`config.mk`:
```
export PLATFORM = sky130hd
export DESIGN_NAME = seg_capture
export DESIGN_NICKNAME = d
export VERILOG_FILES = /design/src/rtl/seg_pkg.sv /design/src/rtl/seg_encode.sv /design/src/rtl/seg_capture.sv
export SDC_FILE = /design/constraint.sdc
export NUM_CORES = 1
export LEC_CHECK = 0
export ABC_AREA = 1
export BUFFER_PORTS_ARGS = -buffer_cell sky130_fd_sc_hd__buf_4
export CAP_MARGIN = 5
export CORE_ASPECT_RATIO = 1.5
export CORE_MARGIN = 2
export CORE_UTILIZATION = 39
export DETAILED_ROUTE_END_ITERATION = 10
export GPL_TIMING_DRIVEN = 1
export PLACE_DENSITY = 0.58
export SLEW_MARGIN = 20
export SYNTH_ARGS = -nofsm -noshare
export SYNTH_HDL_FRONTEND = slang
export SYNTH_SLANG_ARGS = --single-unit
```
`constraint.sdc`:
```
create_clock -name clk -period 4 [get_ports clk]
set_input_delay 0.4 -clock clk [delete_from_list [all_inputs] [get_ports clk]]
set_output_delay 0.4 -clock clk [all_outputs]
set_load 0.02 [all_outputs]
```
`src/rtl/seg_pkg.sv`:
```
// Shared definitions for the seven-segment capture path: segment patterns,
// FSM state encoding and digit-select helpers.
package seg_pkg;

  // Active-low segment patterns, seg[6:0] = g..a.
  localparam logic [6:0] SEG_0     = 7'h40;
  localparam logic [6:0] SEG_1     = 7'h79;
  localparam logic [6:0] SEG_2     = 7'h24;
  localparam logic [6:0] SEG_3     = 7'h30;
  localparam logic [6:0] SEG_4     = 7'h19;
  localparam logic [6:0] SEG_5     = 7'h12;
  localparam logic [6:0] SEG_6     = 7'h02;
  localparam logic [6:0] SEG_7     = 7'h78;
  localparam logic [6:0] SEG_8     = 7'h00;
  localparam logic [6:0] SEG_9     = 7'h18;
  localparam logic [6:0] SEG_A     = 7'h08;
  localparam logic [6:0] SEG_B     = 7'h03;
  localparam logic [6:0] SEG_C     = 7'h46;
  localparam logic [6:0] SEG_D     = 7'h21;
  localparam logic [6:0] SEG_E     = 7'h06;
  localparam logic [6:0] SEG_F     = 7'h0E;
  localparam logic [6:0] SEG_BLANK = 7'h7F;

  typedef enum logic [1:0] {
    StIdle,
    StSettle,
    StHold
  } seg_state_e;

  // True when exactly one digit enable is driven low.
  function automatic logic onehot_low(input logic [7:0] an);
    int unsigned zeros;
    zeros = 0;
    for (int i = 0; i < 8; i++) begin
      if (!an[i]) zeros++;
    end
    return (zeros == 1);
  endfunction

  // Position of the lowest low bit; only meaningful when onehot_low() holds.
  function automatic logic [2:0] digit_idx(input logic [7:0] an);
    logic [2:0] idx;
    idx = 3'd0;
    for (int i = 7; i >= 0; i--) begin
      if (!an[i]) idx = 3'(i);
    end
    return idx;
  endfunction

endpackage

```
`src/rtl/seg_encode.sv`:
```
// Combinational seven-segment pattern to hex nibble lookup.
module seg_encode
  import seg_pkg::*;
(
  input  logic [6:0] seg_i,
  output logic [3:0] nibble_o,
  output logic       blank_o,
  output logic       illegal_o
);

  always_comb begin
    nibble_o  = 4'h0;
    blank_o   = 1'b0;
    illegal_o = 1'b0;
    case (seg_i)
      SEG_0:     nibble_o = 4'h0;
      SEG_1:     nibble_o = 4'h1;
      SEG_2:     nibble_o = 4'h2;
      SEG_3:     nibble_o = 4'h3;
      SEG_4:     nibble_o = 4'h4;
      SEG_5:     nibble_o = 4'h5;
      SEG_6:     nibble_o = 4'h6;
      SEG_7:     nibble_o = 4'h7;
      SEG_8:     nibble_o = 4'h8;
      SEG_9:     nibble_o = 4'h9;
      SEG_A:     nibble_o = 4'hA;
      SEG_B:     nibble_o = 4'hB;
      SEG_C:     nibble_o = 4'hC;
      SEG_D:     nibble_o = 4'hD;
      SEG_E:     nibble_o = 4'hE;
      SEG_F:     nibble_o = 4'hF;
      SEG_BLANK: blank_o  = 1'b1;
      default:   illegal_o = 1'b1;
    endcase
  end

endmodule

```
`src/rtl/seg_capture.sv`:
```
// Snoops a multiplexed 8-digit seven-segment display and reconstructs the
// shown hex value, committing a frame once every digit has been sampled.
module seg_capture
  import seg_pkg::*;
#(
  parameter int unsigned SETTLE = 4
) (
  input  logic        clk,
  input  logic        rst,
  input  logic [7:0]  an,
  input  logic [7:0]  seg,
  output logic [31:0] value,
  output logic [7:0]  dp,
  output logic [7:0]  blank,
  output logic        valid,
  output logic        err,
  output logic        frame_done
);

  logic [7:0]  an_q, seg_q, an_p_q, seg_p_q;
  seg_state_e  state_q, state_d;
  logic [3:0]  cnt_q, cnt_d;
  logic [7:0]  seen_q, seen_d;
  logic [31:0] sh_nib_q, sh_nib_d;
  logic [7:0]  sh_dp_q, sh_dp_d;
  logic [7:0]  sh_blank_q, sh_blank_d;
  logic [7:0]  sh_ill_q, sh_ill_d;
  logic [31:0] value_q, value_d;
  logic [7:0]  dp_q, dp_d;
  logic [7:0]  blank_q, blank_d;
  logic        valid_q, valid_d;
  logic        err_q, err_d;
  logic        frame_done_q, frame_done_d;

  logic [3:0]  enc_nib;
  logic        enc_blank, enc_ill;
  logic        an_changed, any_changed, is_onehot, sample, commit;
  logic [2:0]  idx;
  logic [3:0]  cnt_inc;

  seg_encode u_encode (
    .seg_i     (seg_q[6:0]),
    .nibble_o  (enc_nib),
    .blank_o   (enc_blank),
    .illegal_o (enc_ill)
  );

  assign an_changed  = (an_q != an_p_q);
  assign any_changed = an_changed || (seg_q != seg_p_q);
  assign is_onehot   = onehot_low(an_q);
  assign idx         = digit_idx(an_q);
  assign cnt_inc     = cnt_q + 4'd1;
  assign commit      = (seen_q == 8'hFF);

  always_comb begin
    state_d = state_q;
    cnt_d   = cnt_q;
    sample  = 1'b0;
    case (state_q)
      StIdle: begin
        if (is_onehot) begin
          state_d = StSettle;
          cnt_d   = 4'd0;
        end
      end
      StSettle: begin
        if (any_changed) begin
          cnt_d   = 4'd0;
          state_d = is_onehot ? StSettle : StIdle;
        end else if (cnt_inc == 4'(SETTLE)) begin
          sample  = 1'b1;
          cnt_d   = 4'd0;
          state_d = StHold;
        end else begin
          cnt_d = cnt_inc;
        end
      end
      StHold: begin
        // Segment changes are ignored until the digit select moves on.
        if (an_changed) begin
          cnt_d   = 4'd0;
          state_d = is_onehot ? StSettle : StIdle;
        end
      end
      default: state_d = StIdle;
    endcase
  end

  always_comb begin
    seen_d     = commit ? 8'h00 : seen_q;
    sh_ill_d   = commit ? 8'h00 : sh_ill_q;
    sh_nib_d   = sh_nib_q;
    sh_dp_d    = sh_dp_q;
    sh_blank_d = sh_blank_q;
    if (sample) begin
      sh_nib_d[{idx, 2'b00} +: 4] = enc_nib;
      sh_dp_d[idx]                = ~seg_q[7];
      sh_blank_d[idx]             = enc_blank;
      sh_ill_d[idx]               = enc_ill;
      seen_d[idx]                 = 1'b1;
    end
  end

  always_comb begin
    value_d      = value_q;
    dp_d         = dp_q;
    blank_d      = blank_q;
    valid_d      = valid_q;
    err_d        = err_q;
    frame_done_d = commit;
    if (commit) begin
      value_d = sh_nib_q;
      dp_d    = sh_dp_q;
      blank_d = sh_blank_q;
      valid_d = ~|sh_ill_q;
      err_d   = |sh_ill_q;
    end
  end

  always_ff @(posedge clk) begin
    if (rst) begin
      an_q         <= 8'hFF;
      seg_q        <= 8'hFF;
      an_p_q       <= 8'hFF;
      seg_p_q      <= 8'hFF;
      state_q      <= StIdle;
      cnt_q        <= 4'd0;
      seen_q       <= 8'h00;
      sh_nib_q     <= 32'h0;
      sh_dp_q      <= 8'h00;
      sh_blank_q   <= 8'h00;
      sh_ill_q     <= 8'h00;
      value_q      <= 32'h0;
      dp_q         <= 8'h00;
      blank_q      <= 8'h00;
      valid_q      <= 1'b0;
      err_q        <= 1'b0;
      frame_done_q <= 1'b0;
    end else begin
      an_q         <= an;
      seg_q        <= seg;
      an_p_q       <= an_q;
      seg_p_q      <= seg_q;
      state_q      <= state_d;
      cnt_q        <= cnt_d;
      seen_q       <= seen_d;
      sh_nib_q     <= sh_nib_d;
      sh_dp_q      <= sh_dp_d;
      sh_blank_q   <= sh_blank_d;
      sh_ill_q     <= sh_ill_d;
      value_q      <= value_d;
      dp_q         <= dp_d;
      blank_q      <= blank_d;
      valid_q      <= valid_d;
      err_q        <= err_d;
      frame_done_q <= frame_done_d;
    end
  end

  assign value      = value_q;
  assign dp         = dp_q;
  assign blank      = blank_q;
  assign valid      = valid_q;
  assign err        = err_q;
  assign frame_done = frame_done_q;

endmodule
```
==> results_tabular.tex <==
\begin{tabular}{lr}
\hline
Metric & Value \\
\hline
\multicolumn{2}{l}{\textbf{Outcome}} \\
\quad Outcome & complete, no violations \\
\multicolumn{2}{l}{\textbf{Floorplanning}} \\
\quad Core area & $\sim$17000 um2 \\
\quad Total die area & around 18000 um2 \\
\quad Die H & around 160 um \\
\quad Starting density of the core & 39.89\% \\
\quad Row count & slightly below 60 \\
\quad Die width & about 110 um \\
\quad IO Pins & 69 \\
\multicolumn{2}{l}{\textbf{Setup path}} \\
\quad Element type at the critical path start & register \\
\quad Maximum fanout count along the critical path & 7 \\
\quad Library cell contributing the largest single delay on the critical path & dfxtp\_2 \\
\quad Crit path kind & register to register \\
\quad Type of destination of the critical path & register \\
\quad Slowest Stage Delay on Critical Path & $\sim$0.34 ns \\
\quad WP data arrival & 4.24 ns \\
\quad Data required, critical path & between 4 and 5 ns \\
\quad Cell seen most often among critical-path stages & buf\_4 \\
\multicolumn{2}{l}{\textbf{Synth}} \\
\quad YS warnings & 0 \\
\quad Number of enable-type register cells in the synthesized netlist & 0 \\
\quad Proportion of synthesized flip-flops having asynchronous set or reset & 0\% \\
\quad Mapped Avg Cell Area & 7.199 um2 \\
\quad Sequential-to-total area share from yosys stat & a little under half \\
\quad Syn nets & 961 \\
\quad Count of distinct cell types in the synthesized netlist & 38 \\
\quad Number of register bits inferred by synthesis & about 150 \\
\quad Synth Flop Type & dfxtp\_1 \\
\quad Summed instance area of the synthesized netlist & about 6700 um2 \\
\quad Cells after Synth & slightly above 900 \\
\multicolumn{2}{l}{\textbf{Placed design}} \\
\quad Cell Count Post-Placement & about 1200 \\
\quad Number of input and output port buffers inserted & 68 \\
\quad Cell area after placement & around 7500 um2 \\
\quad Half-perimeter wire length of the detailed placement result & approximately 12000 um \\
\quad Setup slack after placement & -0.1715 ns \\
\quad Placer Congestion & around 0.86 \\
\multicolumn{2}{l}{\textbf{Timing}} \\
\quad Achievable Freq & approximately 250 MHz \\
\quad Least-Margin Pin Slew & 0.9502 ns \\
\quad Setup clock skew after layout & roughly 0.013 ns \\
\quad Final setup violating endpoints & 0 \\
\quad Slew headroom & between 30\% and 40\% \\
\quad Final clock period utilization by the worst path & around 98\% \\
\quad Final hold violations & 0 \\
\quad RSZ-0062 raised after global routing & yes \\
\quad Min cycle time layout & around 3.9 ns \\
\quad Count of pins over their slew limit & 0 \\
\quad Final worst-path setup slack & $\sim$0.073 ns \\
\multicolumn{2}{l}{\textbf{Final layout}} \\
\quad Layout cells sized above 1 & 22.73\% \\
\quad Post-synthesis to final-layout area growth & 25.48\% \\
\quad Fin area & about 8400 um2 \\
\quad Number of nets in the final layout & between 1000 and 1500 \\
\quad Final antenna diode count & 0 \\
\quad Post-route non-filler standard cell count & approximately 1200 \\
\multicolumn{2}{l}{\textbf{Global routing}} \\
\quad Maximum number of pins on one net before global-route repair & 56 \\
\quad Wire length of the first global-routing pass & 28220 um \\
\quad Number of antenna violations at the first check in global routing & 0 \\
\quad Vias in the first global route & 5956 \\
\quad Overflow after GRT & 0 \\
\quad Total GRT Usage & approximately a fifth \\
\multicolumn{2}{l}{\textbf{Clock network}} \\
\quad Clock input transition at the sequential cells of the worst setup and hold paths & 0.06 ns \\
\quad Library cell used as clock root buffer & clkbuf\_16 \\
\quad CTS H-tree depth & 4 \\
\quad Clock tree from TritonCTS & built \\
\quad \# clock sinks & 153 \\
\quad Worst-Skew Late Latency & roughly 0.42 ns \\
\quad Hold\_buf cts & 0 \\
\quad Number of buffers inserted during clock tree synthesis & 17 \\
\quad Clock Tree Buf Depth & 2 \\
\multicolumn{2}{l}{\textbf{Power and ir drop}} \\
\quad Leakage power of the design & approximately 3.8 nW \\
\quad Power density over the cells & about 430 nW/um2 \\
\quad IR drop worst, VDD & roughly 0.00027 V \\
\quad Design Power & roughly 3.6 mW \\
\multicolumn{2}{l}{\textbf{Route}} \\
\quad Number of nets with antenna violations after routing & 0 \\
\quad DR pass1 iterations & 4 \\
\quad Total detailed-routing wirelength & about 17000 um \\
\quad Per-cell via count in the routed design & $\sim$4.9 \\
\quad Vias post-DR & slightly above 6000 \\
\quad 1st-iter DRT viols & 304 \\
\quad Avg WL per Cell & about 14 um \\
\quad DRC & 0 \\
\multicolumn{2}{l}{\textbf{Flow run}} \\
\quad Number of max-cap violations & 0 \\
\multicolumn{2}{l}{\textbf{Hold path}} \\
\quad Class of the worst hold path & primary input to register \\
\hline
\end{tabular}
==> worst paths after layout <==
kind              slack [ns]         to  startpoint  cells past startpoint
setup reg to reg        0.07   cnt_q[1]     an_q[1]                     31
hold / removal          0.16    an_q[4]       an[4]                      2
setup / recovery        0.07   cnt_q[1]     an_q[1]                     31
hold reg to reg         0.47  seen_q[5]   seen_q[5]                      2
==> critical path: cells and delay by family, from the launching register on <==
| kind | cells | cell delay, ns |
|---|---|---|
| buf+inv | 13 | 1.36 |
| simple gates | 14 | 1.30 |
| fa+ha+maj | 3 | 0.69 |
| flops | 1 | 0.34 |
| compound gates | 1 | 0.13 |
==> cells in the final DEF (no fill, tap or decap), types with 4 or more instances in the layout <==
cell / Yosys / layout
nor3_1: 27 / 26
a21oi_1: 42 / 41
nand2_2: 5 / 9
ha_4: 0 / 5
nor2_2: 3 / 7
xnor2_1: 4 / 4
nand2_4: 1 / 8
nor2_1: 220 / 216
nand3_1: 47 / 42
dfxtp_1: 153 / 151
ha_1: 14 / 7
a31oi_1: 10 / 10
nand4_1: 8 / 8
inv_1: 59 / 53
o21ai_1: 10 / 11
nand3_2: 0 / 5
nor4_1: 5 / 5
inv_2: 17 / 21
clkinv_2: 1 / 5
nand2_1: 153 / 142
o21ai_0: 75 / 73
clkbuf_16: 0 / 17
or2_2: 22 / 20
buf_4: 0 / 101
==> timing repair <==
action | in CTS | in global routing
endpoints found under the setup margin | 5 | 5
pin swaps | 18 | 19
setup buffers | 15 | 4
gates resized for setup | 12 | 27
==> state kept, by name (all words and copies together) (netlist names), 2 cells and up <==
name and flops:
sh_nib_q 32, value 32, an_p_q 8, an_q 8, blank 8, dp 8
seen_q 8, seg_p_q 8, seg_q 8, sh_blank_q 8, sh_dp_q 8, sh_ill_q 8
cnt_q 4, state_q 2
==> stage by stage <==
stage	utilization, %	TNS (ns)	hold slack (ns)
after CTS	49.28	-0.3339	0.1386
after floorplan	-	0	0.4298
after global routing	50.06	-0.4857	0.1509
final	50.06	0	0.1605
after detailed placement	44.80	-0.6118	0.4527
after global placement	44.80	-0.1990	0.4430
==> cells in the mapped netlist (2+ instances only) <==
cell type / count / area, um2
nor2_1: 220 / 825.8
dfxtp_1: 153 / 3063
nand2_1: 153 / 574.3
o21ai_0: 75 / 375.4
inv_1: 59 / 221.5
nand3_1: 47 / 235.2
a21oi_1: 42 / 210.2
nor3_1: 27 / 135.1
clkbuf_1: 26 / 97.59
or2_2: 22 / 137.6
inv_2: 17 / 63.81
ha_1: 14 / 175.2
a31oi_1: 10 / 62.56
o21ai_1: 10 / 50.05
nand4_1: 8 / 50.05
nand2_2: 5 / 31.28
nor4_1: 5 / 31.28
xnor2_1: 4 / 35.03
buf_2: 3 / 15.01
clkinv_1: 3 / 11.26
nor2_2: 3 / 18.77
nor3_2: 3 / 30.03
nand3_4: 2 / 35.03
nand4_2: 2 / 25.02
nor4_4: 2 / 42.54
o21a_1: 2 / 15.01
==> metal layers <==
layer | global-route usage [%] | share of wire (%) | wire length [um] | up-vias
met4 | 8.239 | 2.5 | 421 | 0
met2 | 35.67 | 53 | 9127 | 87
li1 | - | - | - | 3189
met3 | 3.560 | 2.4 | 414 | 29
met1 | 21.18 | 42 | 7131 | 2784
met5 | 0 | 0 | 0 | -
==> cell type report <==
class                   instances  area, um2
multi-input cells             667       3402
well taps                     210      262.8
fillers                      1709       8372
inverters                      80      306.5
clock inverters                14      146.4
flip-flops and latches        153       3065
clock buffers                  18      439.2
repair buffers                102      769.5
==> cells by family after synthesis <==
family	share of synthesized area [%]
flops	45.80
fa+ha+maj	2.619
simple gates	33.73
buf+inv	6.192
compound gates	11.00
xor+xnor	0.6548
==> power breakdown <==
| part | total, mW | switching, mW | internal (mW) |
|---|---|---|---|
| combinational | 0.408 | 0.244 | 0.164 |
| clock | 1.59 | 0.654 | 0.937 |
| sequential | 1.58 | 0.0269 | 1.55 |
| total | 3.58 | 0.925 | 2.65 |
Note: power is estimated with default switching activity, not from simulation.
